## src/rtl/imem_dbg_pkg.sv

```systemverilog
// Shared definitions for the instruction-memory debug loader: command codes,
// FSM state encoding and the header length.
package imem_dbg_pkg;

  localparam logic [7:0] CMD_WRITE = 8'h57;
  localparam logic [7:0] CMD_READ  = 8'h52;
  localparam logic [2:0] HDR_LEN   = 3'd6;

  typedef enum logic [2:0] {
    ST_IDLE,
    ST_HDR,
    ST_WDATA,
    ST_WRITE,
    ST_RISSUE,
    ST_RWAIT,
    ST_RSEND,
    ST_RESP
  } state_e;

  function automatic logic [31:0] word_align(input logic [31:0] a);
    return {a[31:2], 2'b00};
  endfunction

endpackage

```

## src/rtl/dbg_word_packer.sv

```systemverilog
// Byte <-> word shifter: packs incoming bytes LSB first, or shifts a loaded
// word out LSB first. cnt counts bytes moved since the last clear/load.
module dbg_word_packer (
  input  logic        clk,
  input  logic        rst_n,
  input  logic        clr,
  input  logic        load,
  input  logic [31:0] load_word,
  input  logic        push,
  input  logic [7:0]  push_byte,
  input  logic        pop,
  output logic [31:0] word,
  output logic [7:0]  byte_out,
  output logic [1:0]  cnt
);

  logic [31:0] word_q, word_d;
  logic [1:0]  cnt_q, cnt_d;

  // next word/count: clear beats load beats push beats pop
  always_comb begin
    word_d = word_q;
    cnt_d  = cnt_q;
    if (clr) begin
      word_d = 32'h0000_0000;
      cnt_d  = 2'd0;
    end else if (load) begin
      word_d = load_word;
      cnt_d  = 2'd0;
    end else if (push) begin
      word_d = {push_byte, word_q[31:8]};
      cnt_d  = cnt_q + 2'd1;
    end else if (pop) begin
      word_d = {8'h00, word_q[31:8]};
      cnt_d  = cnt_q + 2'd1;
    end else begin
      word_d = word_q;
      cnt_d  = cnt_q;
    end
  end

  // shift register state
  always_ff @(posedge clk) begin
    if (!rst_n) begin
      word_q <= 32'h0000_0000;
      cnt_q  <= 2'd0;
    end else begin
      word_q <= word_d;
      cnt_q  <= cnt_d;
    end
  end

  assign word     = word_q;
  assign byte_out = word_q[7:0];
  assign cnt      = cnt_q;

endmodule

```

## src/rtl/imem_debug_loader.sv

```systemverilog
// Byte-stream command engine that writes and reads back instruction RAM
// through its debug port, holding the CPU while a command is in flight.
module imem_debug_loader
  import imem_dbg_pkg::*;
#(
  parameter int         TIMEOUT_CYCLES = 1000000,
  parameter logic [7:0] ACK_BYTE       = 8'h4B,
  parameter logic [7:0] ERR_BYTE       = 8'h45
) (
  input  logic        clk,
  input  logic        rst_n,
  input  logic        rx_valid,
  input  logic [7:0]  rx_data,
  output logic        rx_ready,
  output logic        tx_valid,
  output logic [7:0]  tx_data,
  input  logic        tx_ready,
  output logic [31:0] dbg_addr,
  output logic [31:0] dbg_wdata,
  output logic [3:0]  dbg_we,
  input  logic [31:0] dbg_rdata,
  output logic        cpu_hold,
  output logic        err
);

  localparam logic [31:0] TMO_LAST = 32'(TIMEOUT_CYCLES - 1);

  state_e      state_q, state_d;
  logic        live_q;
  logic [31:0] addr_q, addr_d;
  logic [15:0] rem_q, rem_d;
  logic [2:0]  hdr_cnt_q, hdr_cnt_d;
  logic        is_wr_q, is_wr_d;
  logic [7:0]  resp_q, resp_d;
  logic        err_q, err_d;
  logic [31:0] tmo_q, tmo_d;

  logic        pk_clr, pk_load, pk_push, pk_pop;
  logic [31:0] pk_word;
  logic [7:0]  pk_byte;
  logic [1:0]  pk_cnt;

  logic        rx_fire, tx_fire, tmo_run, tmo_hit;
  logic [15:0] new_len;

  dbg_word_packer u_packer (
    .clk       (clk),
    .rst_n     (rst_n),
    .clr       (pk_clr),
    .load      (pk_load),
    .load_word (dbg_rdata),
    .push      (pk_push),
    .push_byte (rx_data),
    .pop       (pk_pop),
    .word      (pk_word),
    .byte_out  (pk_byte),
    .cnt       (pk_cnt)
  );

  // live_q keeps rx_ready low while reset is being applied
  assign rx_ready  = live_q & ((state_q == ST_IDLE) | (state_q == ST_HDR) | (state_q == ST_WDATA));
  assign tx_valid  = (state_q == ST_RSEND) | (state_q == ST_RESP);
  assign tx_data   = (state_q == ST_RSEND) ? pk_byte : ((state_q == ST_RESP) ? resp_q : 8'h00);
  assign dbg_addr  = addr_q;
  assign dbg_we    = (state_q == ST_WRITE) ? 4'hF : 4'h0;
  assign dbg_wdata = (state_q == ST_WRITE) ? pk_word : 32'h0000_0000;
  assign cpu_hold  = (state_q != ST_IDLE);
  assign err       = err_q;

  assign rx_fire = rx_valid & rx_ready;
  assign tx_fire = tx_valid & tx_ready;
  assign tmo_run = (state_q == ST_HDR) | (state_q == ST_WDATA);
  assign tmo_hit = tmo_run & ~rx_fire & (tmo_q == TMO_LAST);
  assign new_len = {rx_data, rem_q[15:8]};

  // command FSM: next state, datapath updates and packer controls
  always_comb begin
    state_d   = state_q;
    addr_d    = addr_q;
    rem_d     = rem_q;
    hdr_cnt_d = hdr_cnt_q;
    is_wr_d   = is_wr_q;
    resp_d    = resp_q;
    err_d     = err_q;
    pk_clr    = 1'b0;
    pk_load   = 1'b0;
    pk_push   = 1'b0;
    pk_pop    = 1'b0;
    if (tmo_run && !rx_fire) tmo_d = tmo_q + 32'd1;
    else                     tmo_d = 32'd0;

    case (state_q)
      ST_IDLE: begin
        pk_clr    = 1'b1;
        hdr_cnt_d = 3'd0;
        if (rx_fire) begin
          case (rx_data)
            CMD_WRITE: begin is_wr_d = 1'b1; err_d = 1'b0; state_d = ST_HDR; end
            CMD_READ:  begin is_wr_d = 1'b0; err_d = 1'b0; state_d = ST_HDR; end
            default:   begin resp_d = ERR_BYTE; err_d = 1'b1; state_d = ST_RESP; end
          endcase
        end else begin
          state_d = ST_IDLE;
        end
      end
      ST_HDR: begin
        if (tmo_hit) begin
          pk_clr  = 1'b1;
          resp_d  = ERR_BYTE;
          err_d   = 1'b1;
          state_d = ST_RESP;
        end else if (rx_fire) begin
          // address arrives first (4 bytes), then the word count (2 bytes)
          if (hdr_cnt_q < 3'd4) addr_d = word_align({rx_data, addr_q[31:8]});
          else                  rem_d  = new_len;
          if (hdr_cnt_q == HDR_LEN - 3'd1) begin
            hdr_cnt_d = 3'd0;
            if (new_len == 16'd0) begin
              resp_d  = ACK_BYTE;
              state_d = is_wr_q ? ST_RESP : ST_IDLE;
            end else begin
              state_d = is_wr_q ? ST_WDATA : ST_RISSUE;
            end
          end else begin
            hdr_cnt_d = hdr_cnt_q + 3'd1;
          end
        end else begin
          state_d = ST_HDR;
        end
      end
      ST_WDATA: begin
        if (tmo_hit) begin
          pk_clr  = 1'b1;
          resp_d  = ERR_BYTE;
          err_d   = 1'b1;
          state_d = ST_RESP;
        end else if (rx_fire) begin
          pk_push = 1'b1;
          if (pk_cnt == 2'd3) state_d = ST_WRITE;
          else                state_d = ST_WDATA;
        end else begin
          state_d = ST_WDATA;
        end
      end
      ST_WRITE: begin
        addr_d = addr_q + 32'd4;
        rem_d  = rem_q - 16'd1;
        resp_d = ACK_BYTE;
        if (rem_q == 16'd1) state_d = ST_RESP;
        else                state_d = ST_WDATA;
      end
      ST_RISSUE: state_d = ST_RWAIT;
      ST_RWAIT: begin
        pk_load = 1'b1;
        state_d = ST_RSEND;
      end
      ST_RSEND: begin
        if (tx_fire) begin
          pk_pop = 1'b1;
          if (pk_cnt == 2'd3) begin
            addr_d  = addr_q + 32'd4;
            rem_d   = rem_q - 16'd1;
            state_d = (rem_q == 16'd1) ? ST_IDLE : ST_RISSUE;
          end else begin
            state_d = ST_RSEND;
          end
        end else begin
          state_d = ST_RSEND;
        end
      end
      ST_RESP: begin
        if (tx_fire) state_d = ST_IDLE;
        else         state_d = ST_RESP;
      end
      default: state_d = ST_IDLE;
    endcase
  end

  // state and datapath registers
  always_ff @(posedge clk) begin
    if (!rst_n) begin
      state_q   <= ST_IDLE;
      live_q    <= 1'b0;
      addr_q    <= 32'h0000_0000;
      rem_q     <= 16'd0;
      hdr_cnt_q <= 3'd0;
      is_wr_q   <= 1'b0;
      resp_q    <= 8'h00;
      err_q     <= 1'b0;
      tmo_q     <= 32'd0;
    end else begin
      state_q   <= state_d;
      live_q    <= 1'b1;
      addr_q    <= addr_d;
      rem_q     <= rem_d;
      hdr_cnt_q <= hdr_cnt_d;
      is_wr_q   <= is_wr_d;
      resp_q    <= resp_d;
      err_q     <= err_d;
      tmo_q     <= tmo_d;
    end
  end

endmodule

```

## config.mk

```make
export PLATFORM = sky130hd
export DESIGN_NAME = imem_debug_loader
export DESIGN_NICKNAME = d
export VERILOG_FILES = /design/src/rtl/imem_dbg_pkg.sv /design/src/rtl/dbg_word_packer.sv /design/src/rtl/imem_debug_loader.sv
export SDC_FILE = /design/constraint.sdc
export NUM_CORES = 1
export LEC_CHECK = 0
export BUFFER_PORTS_ARGS = -buffer_cell sky130_fd_sc_hd__buf_2
export CELL_PAD_IN_SITES_DETAIL_PLACEMENT = 1
export CELL_PAD_IN_SITES_GLOBAL_PLACEMENT = 1
export CORE_UTILIZATION = 30
export CTS_BUF_LIST = sky130_fd_sc_hd__clkbuf_4 sky130_fd_sc_hd__clkbuf_8
export DETAILED_ROUTE_END_ITERATION = 10
export PLACE_DENSITY = 0.68
export SLEW_MARGIN = 20
export SYNTH_ARGS = -nofsm -noshare
export SYNTH_HDL_FRONTEND = slang
export SYNTH_HIERARCHICAL = 1
export SYNTH_SLANG_ARGS = --single-unit
```

## constraint.sdc

```tcl
create_clock -name clk -period 4.8 [get_ports clk]
set_input_delay 0 -clock clk [delete_from_list [all_inputs] [get_ports clk]]
set_output_delay 0 -clock clk [all_outputs]
set_load 0.01 [all_outputs]
```

==> flow_summary.rst, run 1 <==
.. list-table::
   :header-rows: 1

   * - Metric
     - Value
   * - Post-CTS setup repair buffer count
     - 0
   * - Combinational family with the most area after synthesis
     - simple AND/OR/NAND/NOR gates
   * - Crit path capture type
     - register
   * - Post-synthesis sequential area ratio
     - 33.0%
   * - Io pins
     - between 100 and 150
   * - Die X-Extent
     - between 150 and 200 um
   * - Worst setup timing slack at the placement stage
     - 1.47 ns
   * - Routed wire length
     - roughly 25 mm
   * - Minimum setup slack in the final design
     - roughly 0.96 ns
   * - Maximum fanout encountered on the critical timing path
     - 34
   * - Clock tree root buffer cell
     - clkbuf_8
   * - Run status
     - finished clean
   * - PD cells
     - around 280 nW/um^2
   * - Total number of nets in the final design
     - ~1.1k
   * - Average size of a mapped cell
     - around 8.0 um^2
   * - Port-buffer cells
     - between 100 and 150
   * - Clk buf depth
     - 2
   * - Vias in the first global route
     - between 7k and 8k
   * - Rows
     - between 50 and 60
   * - Total Die Area
     - approximately 26000 um^2
   * - Final standard cell area without fillers
     - about 9000 um^2
   * - Final HPWL DP
     - between 15 and 20 mm
   * - Hold violation total from the final report
     - 0
   * - Total of fill cells in the finished design
     - approximately 3.0k
   * - Peak clock frequency supported by timing
     - 261 MHz
   * - Initial antenna violation count
     - 1
   * - Wire length of the first global-routing pass
     - between 40 and 50 mm
   * - Effective utilization at floorplan
     - a little under a third
   * - Cells after synthesis
     - 941
   * - Clk sink count
     - between 100 and 150
   * - Maximum ir drop on the vdd rail
     - 142 uV
   * - Ratio of cells with drive above 1 in the final layout
     - between 20% and 30%
   * - Wirelength per Cell
     - around 18 um
   * - Instance count after placement with tap cells included
     - 1315
   * - CTS tree
     - yes
   * - Vias per std cell
     - about 5.5
   * - Post-Layout Cell Count
     - between 1k and 1.5k
   * - Clk Latency, worst-skew pair
     - ~0.46 ns
   * - Mapped Area
     - about 7500 um^2
   * - Worst Tran Pin Value
     - 1.05 ns
   * - Number of violations reported at the end of detailed-routing iteration 0
     - 524
   * - Minimum period implied by the final worst setup slack
     - 3.84 ns
   * - Post-DP Area
     - a little over 8000 um^2
   * - Compound-cell area share of the yosys netlist
     - ~16%
   * - Synth Area in XOR/XNOR
     - under 10%
   * - Sum of negative setup slack
     - 0 ns
   * - Class of the most critical hold timing path
     - in -> reg
   * - Fin crit share
     - around four fifths
   * - Number of synthesized register bits
     - around 120
   * - Simple-gate share of the synthesized area
     - 37.8%
   * - Data arrival time at the worst-slack endpoint
     - approximately 4.2 ns
   * - Cell leakage power
     - 3.30 nW
   * - Total core area
     - 24500 um^2
   * - Area delta synth->final
     - 19.6%
   * - Number of enable-type register cells in the synthesized netlist
     - 0
   * - Final setup violation count
     - 0
   * - Pre-antenna DRT Iters
     - 5
   * - Die Ht
     - around 160 um
   * - Most frequent cells in the layout
     - dfxtp_1 (124), buf_2 (121), nor2_1 (88), nor3_1 (63), nand2_1 (58)
   * - Skew final
     - around 0.013 ns
   * - Top_reg_cell synth
     - dfxtp_1
   * - Count of antenna-violating nets left after detailed routing
     - 0
   * - Synth warnings
     - 6
   * - Max-Cap Viols
     - 0
   * - Pin count of the biggest net entering global routing
     - 69
   * - Data required time at the worst endpoint
     - between 5 and 6 ns
   * - Kind of launch point of the worst setup path
     - register
   * - Critical path class
     - reg -> reg
   * - Total routing usage reported by global routing
     - ~19%
   * - Multiplexer share of the synthesized area
     - roughly 1.5%
   * - Asr flop ratio synth
     - 0%
   * - Slew HR
     - a little under a third
   * - Number of unique standard cell types used by synthesis
     - 68
   * - Clock edge transition at the registers on the reported setup and hold paths
     - roughly 0.08 ns
   * - Global placer's final weighted congestion
     - ~0.8
   * - Commonest non-fill, non-tap cell in the layout
     - dfxtp_1
   * - Setup repair after global routing missed its margin
     - no
   * - Global route total overflow
     - 0
   * - Total DRC errors in the routed layout
     - 0
   * - CTS H-tree depth
     - 4
   * - Post-Synth Adder-Cell Area
     - less than 1%
   * - Number of CTS-inserted buffers
     - 17
   * - DR vias
     - between 7k and 8k
   * - Number of slew-limit violations in the final report
     - 0
==> timing repair <==
action | 4_1_cts | 5_1_grt
gates resized for setup | 0 | 0
setup endpoints to repair | 0 | 0
hold buffers | 41 | 0
hold endpoints to repair | 37 | 0
==> metal layers <==
| layer | up-vias | track usage, % | wire [um] |
|---|---|---|---|
| li1 | 3637 | - | - |
| met1 | 3719 | 25.4 | 11500 |
| met2 | 194 | 32.5 | 12300 |
| met3 | 32 | 3.02 | 934 |
| met4 | 0 | 6.84 | 430 |
| met5 | - | 0 | 0 |
==> kinds of logic after synthesis <==
kind of cell	count (synthesis)
AND/OR/NAND/NOR	487
AO/OA/AOI/OAI	184
flip-flops	124
buffers and inverters	94
XOR/XNOR	35
multiplexers	11
adder cells (fa/ha/maj)	5
other	1
==> Yosys cell counts, types with 6 or more instances <==
cell | n | share of area (%)
nand4_1 | 31 | 2.6
nor4_1 | 21 | 1.7
nand2b_1 | 9 | 0.75
and4_1 | 11 | 1.3
nand3_1 | 26 | 1.7
buf_4 | 16 | 1.6
and2_1 | 47 | 3.9
o21a_1 | 8 | 0.80
mux2i_1 | 9 | 1.2
and3_1 | 19 | 1.6
nor2_1 | 89 | 4.4
nor3_2 | 19 | 2.5
buf_2 | 24 | 1.6
a21oi_1 | 54 | 3.6
dfxtp_1 | 124 | 33
o221a_2 | 9 | 1.3
nor3_1 | 63 | 4.2
a31oi_1 | 11 | 0.91
a211oi_1 | 10 | 1.0
buf_6 | 6 | 0.90
o21ai_0 | 35 | 2.3
a21o_1 | 10 | 1.0
inv_1 | 13 | 0.65
xor2_1 | 27 | 3.1
or3_1 | 10 | 0.83
nor4_2 | 20 | 3.3
a221oi_1 | 8 | 0.93
clkbuf_1 | 33 | 1.6
o211ai_1 | 6 | 0.60
xnor2_1 | 8 | 0.93
nand2_1 | 59 | 2.9
nor2b_1 | 33 | 2.7
==> layout make-up <==
cell class,instances,area [um^2],area share [%]
clock inverter,15,164,1.82
clock buffer,17,234,2.60
inverter,14,52.6,0.583
sequential,124,2480,27.6
antenna,1,2.50,0.0278
tap,324,405,4.50
timing repair buffer,170,1090,12.1
multi-input combinational,724,4580,50.8
==> through the flow <==
| stage | utilization (%) | total power [mW] | hold WS [ns] |
|---|---|---|---|
| CTS | 36.8 | 2.58 | 0.000945 |
| finish | 36.8 | 2.57 | 0.00760 |
| global placement | 33.5 | 1.59 | 0.261 |
| floorplan | - | 1.47 | 0.0277 |
| global route | 36.8 | 2.68 | 0.0321 |
| detailed placement | 33.5 | 1.60 | 0.281 |
==> sequential cells by signal, indices dropped and copies added, names as in the netlist <==
signal and cells:
state_q 3, u_packer/word 32, live_q 1, err 1
u_packer/cnt 2, rem_q 16, dbg_addr 30, resp_q 3
is_wr_q 1, tmo_q 32, hdr_cnt_q 3
==> path summary, 6_finish.rpt <==
kind	startpoint	endpoint	slack (ns)	depth (start not counted)
max	state_q[1]	u_packer/word[27]	0.96	8
min	rx_data[0]	dbg_addr[24]	0.008	3
max reg2reg	state_q[1]	u_packer/word[27]	0.96	8
min reg2reg	resp_q[0]	resp_q[0]	0.46	2
==> power breakdown <==
group          total, mW  switching [mW]  internal, mW  leakage, nW
Clock              0.962           0.494         0.468        0.186
Sequential          1.13          0.0663          1.07         1.00
Combinational      0.473           0.296         0.177         2.12
Total               2.57           0.856          1.71         3.30
==> worst max-delay path: stages, from the launching register on <==
cell	delay [ns]
dfxtp_1	0.95
xor2_1	0.25
nand3_1	0.14
nor4_1	0.64
nor2_1	0.08
nor2_1	0.10
nand2b_2	0.77
nor3_1	0.16
dlygate4sd3_1	0.62
Power figures use the tool's default switching activity.
==> run 2: changes to the inputs <==
Settings changed: ABC_AREA set to 1, PLACE_DENSITY 0.68 to 0.71.
Clock period 4.8 ns to 3.8 ns, I/O delays scaled along.
==> flow_summary.rst, run 2 <==
.. list-table::
   :header-rows: 1

   * - Metric
     - Value
   * - Origin of the worst min-delay path
     - rx_data[7]
   * - Fin crit share
     - 70.6% (-9.3 points)
   * - Total Die Area
     - 28200 um^2 (+9.6%)
   * - Sum of negative setup slack
     - 0 ns (unchanged)
   * - Post-Layout Cell Count
     - 1900 (+37%)
   * - Clk sink count
     - 124 (unchanged)
   * - Top_reg_cell synth
     - dfxtp_1
   * - Slew HR
     - 31.7% (+1.6 points)
   * - Total core area
     - 27000 um^2 (+10%)
   * - Final setup violation count
     - 0 (unchanged)
   * - Hold Path Cell Cnt
     - 5 (+2)
   * - Run status
     - finished clean
   * - Share of the core filled with cells
     - 36.3% (-0.56 points)
   * - Synth warnings
     - 6 (unchanged)
   * - Effective utilization at floorplan
     - 30.7% (-0.13 points)
   * - Number of enable-type register cells in the synthesized netlist
     - 0 (unchanged)
   * - Area share of the largest cell type after synthesis
     - 30.0% (-2.9 points)
   * - Critical-path top delay cell
     - dlygate4sd3_1
   * - Peak clock frequency supported by timing
     - 373 MHz (+43%)
   * - Maximum ir drop on the vdd rail
     - 315 uV (+120%)
   * - Cell accounting for the most synthesized area
     - dfxtp_1
   * - Post-cts repair resize count
     - 0 (unchanged)
   * - Wirelength per Cell
     - 15.2 um (-16%)
   * - Minimum setup slack in the final design
     - 1.12 ns (+0.151 ns)
   * - CTS H-tree depth
     - 4 (unchanged)
   * - Crit path capture type
     - register
   * - Most frequent cells in the layout
     - nand2_1 (432), nor2_1 (260), inv_1 (166), dfxtp_1 (124), buf_2 (121)
   * - Total routing usage reported by global routing
     - 20.9% (+1.4 points)
   * - Skew final
     - 0.0129 ns (+0.000332 ns)
   * - Maximum fanout encountered on the critical timing path
     - 58 (+71%)
   * - Clk buf depth
     - 2 (unchanged)
   * - Critical path class
     - reg -> reg
   * - Reg-to-reg setup timing slack
     - 1.12 ns (+0.15 ns)
   * - Io pins
     - 124 (unchanged)
   * - Hold_buf cts
     - 43 (+4.9%)
   * - Total number of nets in the final design
     - 1595 (+45%)
   * - Wire length of the first global-routing pass
     - 47.4 mm (+18%)
   * - Number of CTS-inserted buffers
     - 17 (unchanged)
   * - Cell leakage power
     - 4.27 nW (+29%)
   * - Post-synth top cells
     - nand2_1 (432), nor2_1 (260), inv_1 (166)
   * - Clk Latency, worst-skew pair
     - 0.47 ns (about the same)
   * - Count of antenna-violating nets left after detailed routing
     - 0 (unchanged)
   * - CTS tree
     - yes
   * - Instance count after placement with tap cells included
     - 1825 (+39%)
   * - P_sw
     - 2.90 mW (+240%)
   * - Minimum period implied by the final worst setup slack
     - 2.68 ns (-1.15 ns)
   * - Cells after synthesis
     - 1419 (+51%)
   * - Max-Cap Viols
     - 0 (unchanged)
   * - Clock tree root buffer cell
     - clkbuf_8
   * - Cell breakdown of the critical path
     - inv_2 -> nor2_1 -> nand2_1 -> inv_1 -> buf_4 -> inv_4 -> nand3_1 -> nand2_1 -> dlygate4sd3_1 -> nor2_1 -> nor2_1
   * - Data required time at the worst endpoint
     - 4.16 ns (-0.97 ns)
   * - Number of slew-limit violations in the final report
     - 0 (unchanged)
   * - Worst setup timing slack at the placement stage
     - 1.15 ns (-0.316 ns)
   * - Number of synthesized register bits
     - 124 (unchanged)
   * - Setup repair after global routing missed its margin
     - no
   * - Asr flop ratio synth
     - 0% (unchanged)
   * - Pre-antenna DRT Iters
     - 4 (-1)
   * - Initial antenna violation count
     - 1 (unchanged)
   * - Global placer's final weighted congestion
     - 0.842 (+4.9%)
   * - Most area-consuming cells after synthesis
     - dfxtp_1 (30%), nand2_1 (20%), nor2_1 (12%)
   * - Class of the most critical hold timing path
     - in -> reg
   * - Sequential power share
     - 31.4% (-13 points)
   * - Kind of launch point of the worst setup path
     - register
   * - Mapped Area
     - 8260 um^2 (+9.7%)
   * - Hold violation total from the final report
     - 0 (unchanged)
   * - CP top delay family
     - buffers and inverters
   * - Die X-Extent
     - 168 um (+4.7%)
   * - DR vias
     - 9268 (+22%)
   * - Buf/Inv on CP
     - 5 (+4)
   * - Global route total overflow
     - 0 (unchanged)
   * - Post-synthesis sequential area ratio
     - 30.0% (-2.9 points)
   * - Rows
     - 60 (+5.3%)
   * - Stage delay of the slowest cell on the critical path
     - 0.56 ns (-0.39 ns)
   * - Relative contribution of the clock network to total power
     - 20.9% (-17 points)
   * - Vias per std cell
     - 4.88 (-11%)
   * - Length in cells of the worst reg-to-reg path
     - 11 (+3)
   * - Die Ht
     - 168 um (+4.7%)
   * - Routed wire length
     - 28.9 mm (+15%)
   * - Ratio of cells with drive above 1 in the final layout
     - 12.2% (-9.0 points)
   * - Clock edge transition at the registers on the reported setup and hold paths
     - 0.08 ns (about the same)
   * - CP most frequent cell
     - nor2_1
   * - Port-buffer cells
     - 121 (unchanged)
   * - Final HPWL DP
     - 20.8 mm (+26%)
   * - Most common cell in the netlist
     - nand2_1
   * - Post-CTS setup repair buffer count
     - 0 (unchanged)
   * - Critical R2R Launch
     - state_q[2]
   * - Proportion of total power due to net switching
     - 48.2% (+15 points)
   * - Average size of a mapped cell
     - 5.82 um^2 (-27%)
   * - End of the worst hold path
     - dbg_addr[31]
   * - Number of unique standard cell types used by synthesis
     - 42 (-38%)
   * - Cell Int Power
     - 3.11 mW (+82%)
   * - Data arrival time at the worst-slack endpoint
     - 3.04 ns (-1.13 ns)
   * - PD cells
     - 615 nW/um^2 (+120%)
   * - Commonest non-fill, non-tap cell in the layout
     - nand2_1
   * - Number of violations reported at the end of detailed-routing iteration 0
     - 448 (-15%)
   * - Area delta synth->final
     - 18.3%
   * - Vias in the first global route
     - 9471 (+26%)
   * - Total DRC errors in the routed layout
     - 0 (unchanged)
   * - Worst Tran Pin Value
     - 1.02 ns (-0.0282 ns)
   * - Pin count of the biggest net entering global routing
     - 59 (-14%)
   * - Reg-to-reg endpoint
     - u_packer/word[30]
   * - Share of power burned in combinational logic
     - 47.7% (+29 points)
==> run 2: cell types whose count changed in the layout (fill, tap and decap cells not counted), moves of 20 or more <==
cell | previous run | this run
nand2_1 | 58 | 432
nor2_1 | 88 | 260
inv_1 | 13 | 166
nand3_1 | 26 | 94
and2_1 | 46 | 0
nor2b_1 | 33 | 0
nor3_1 | 63 | 32
a21oi_1 | 54 | 81
o21ai_0 | 35 | 58
nor4_2 | 20 | 0
==> run 2: power by group through the flow <==
| stage | logic, mW | registers (mW) | clock network (mW) |
|---|---|---|---|
| after floorplan | 2.10 | 1.85 | 0 |
| after global placement | 2.72 | 1.91 | 0 |
| after detailed placement | 2.83 | 1.91 | 0 |
| after CTS | 2.89 | 1.88 | 1.29 |
| after global routing | 3.26 | 1.92 | 1.36 |
| final | 2.87 | 1.89 | 1.25 |
==> run 2: worst reg2reg max path: cells and delay by family, from the launching register on <==
family,cells,cell delay [ns]
buf+inv,5,1.44
simple gates,6,0.66
flops,1,0.48
==> run 2: layer usage <==
metal  vias up  wire, um  GRT usage, %
li1       4682         -             -
met1      4404     13500          26.4
met5         -         0             0
met2       143     14000          36.2
met3        39       846          3.60
met4         0       561          6.22
==> run 2: logic make-up after synthesis <==
group                      count (synthesis)  share of synthesized area [%]
buffers and inverters                    238                           12.9
DFF                                      124                           30.0
xor gates and xnor gates                  18                           1.91
and+or+nand+nor                          875                           44.4
adders and majority gates                  5                          0.757
AOI/OAI and AO/OA                        158                           9.95
other                                      1                         0.0454
==> run 2: per-stage QoR <==
stage	power (mW)	instance area, um^2	hold WS [ns]
CTS	6.06	9770	0.0658
global placement	4.63	8940	0.312
global route	6.55	9770	0.0885
floorplan	3.95	8270	0.0277
finish	6.01	9770	0.0834
detailed placement	4.74	8940	0.324
==> run 2: worst max-delay path by stage <==
stage                   endpoint        from  cells after the start
2_1_floorplan  u_packer/word[24]    tmo_q[0]                     11
3_3_place_gp        dbg_addr[12]  state_q[0]                      8
3_5_place_dp         dbg_addr[3]  state_q[0]                      9
4_1_cts              dbg_addr[3]  state_q[0]                      9
5_1_grt        u_packer/word[27]  state_q[2]                     11
6_report       u_packer/word[30]  state_q[2]                     11
==> run 2: layout make-up <==
type / count / area [um^2]
antenna: 1 / 2.50
timing repair buffer: 171 / 1090
inverter: 174 / 656
clock buffer: 19 / 255
tap: 341 / 427
fill: 3692 / 17200
clock inverter: 12 / 148
sequential: 124 / 2480
multi-input combinational: 1058 / 4710
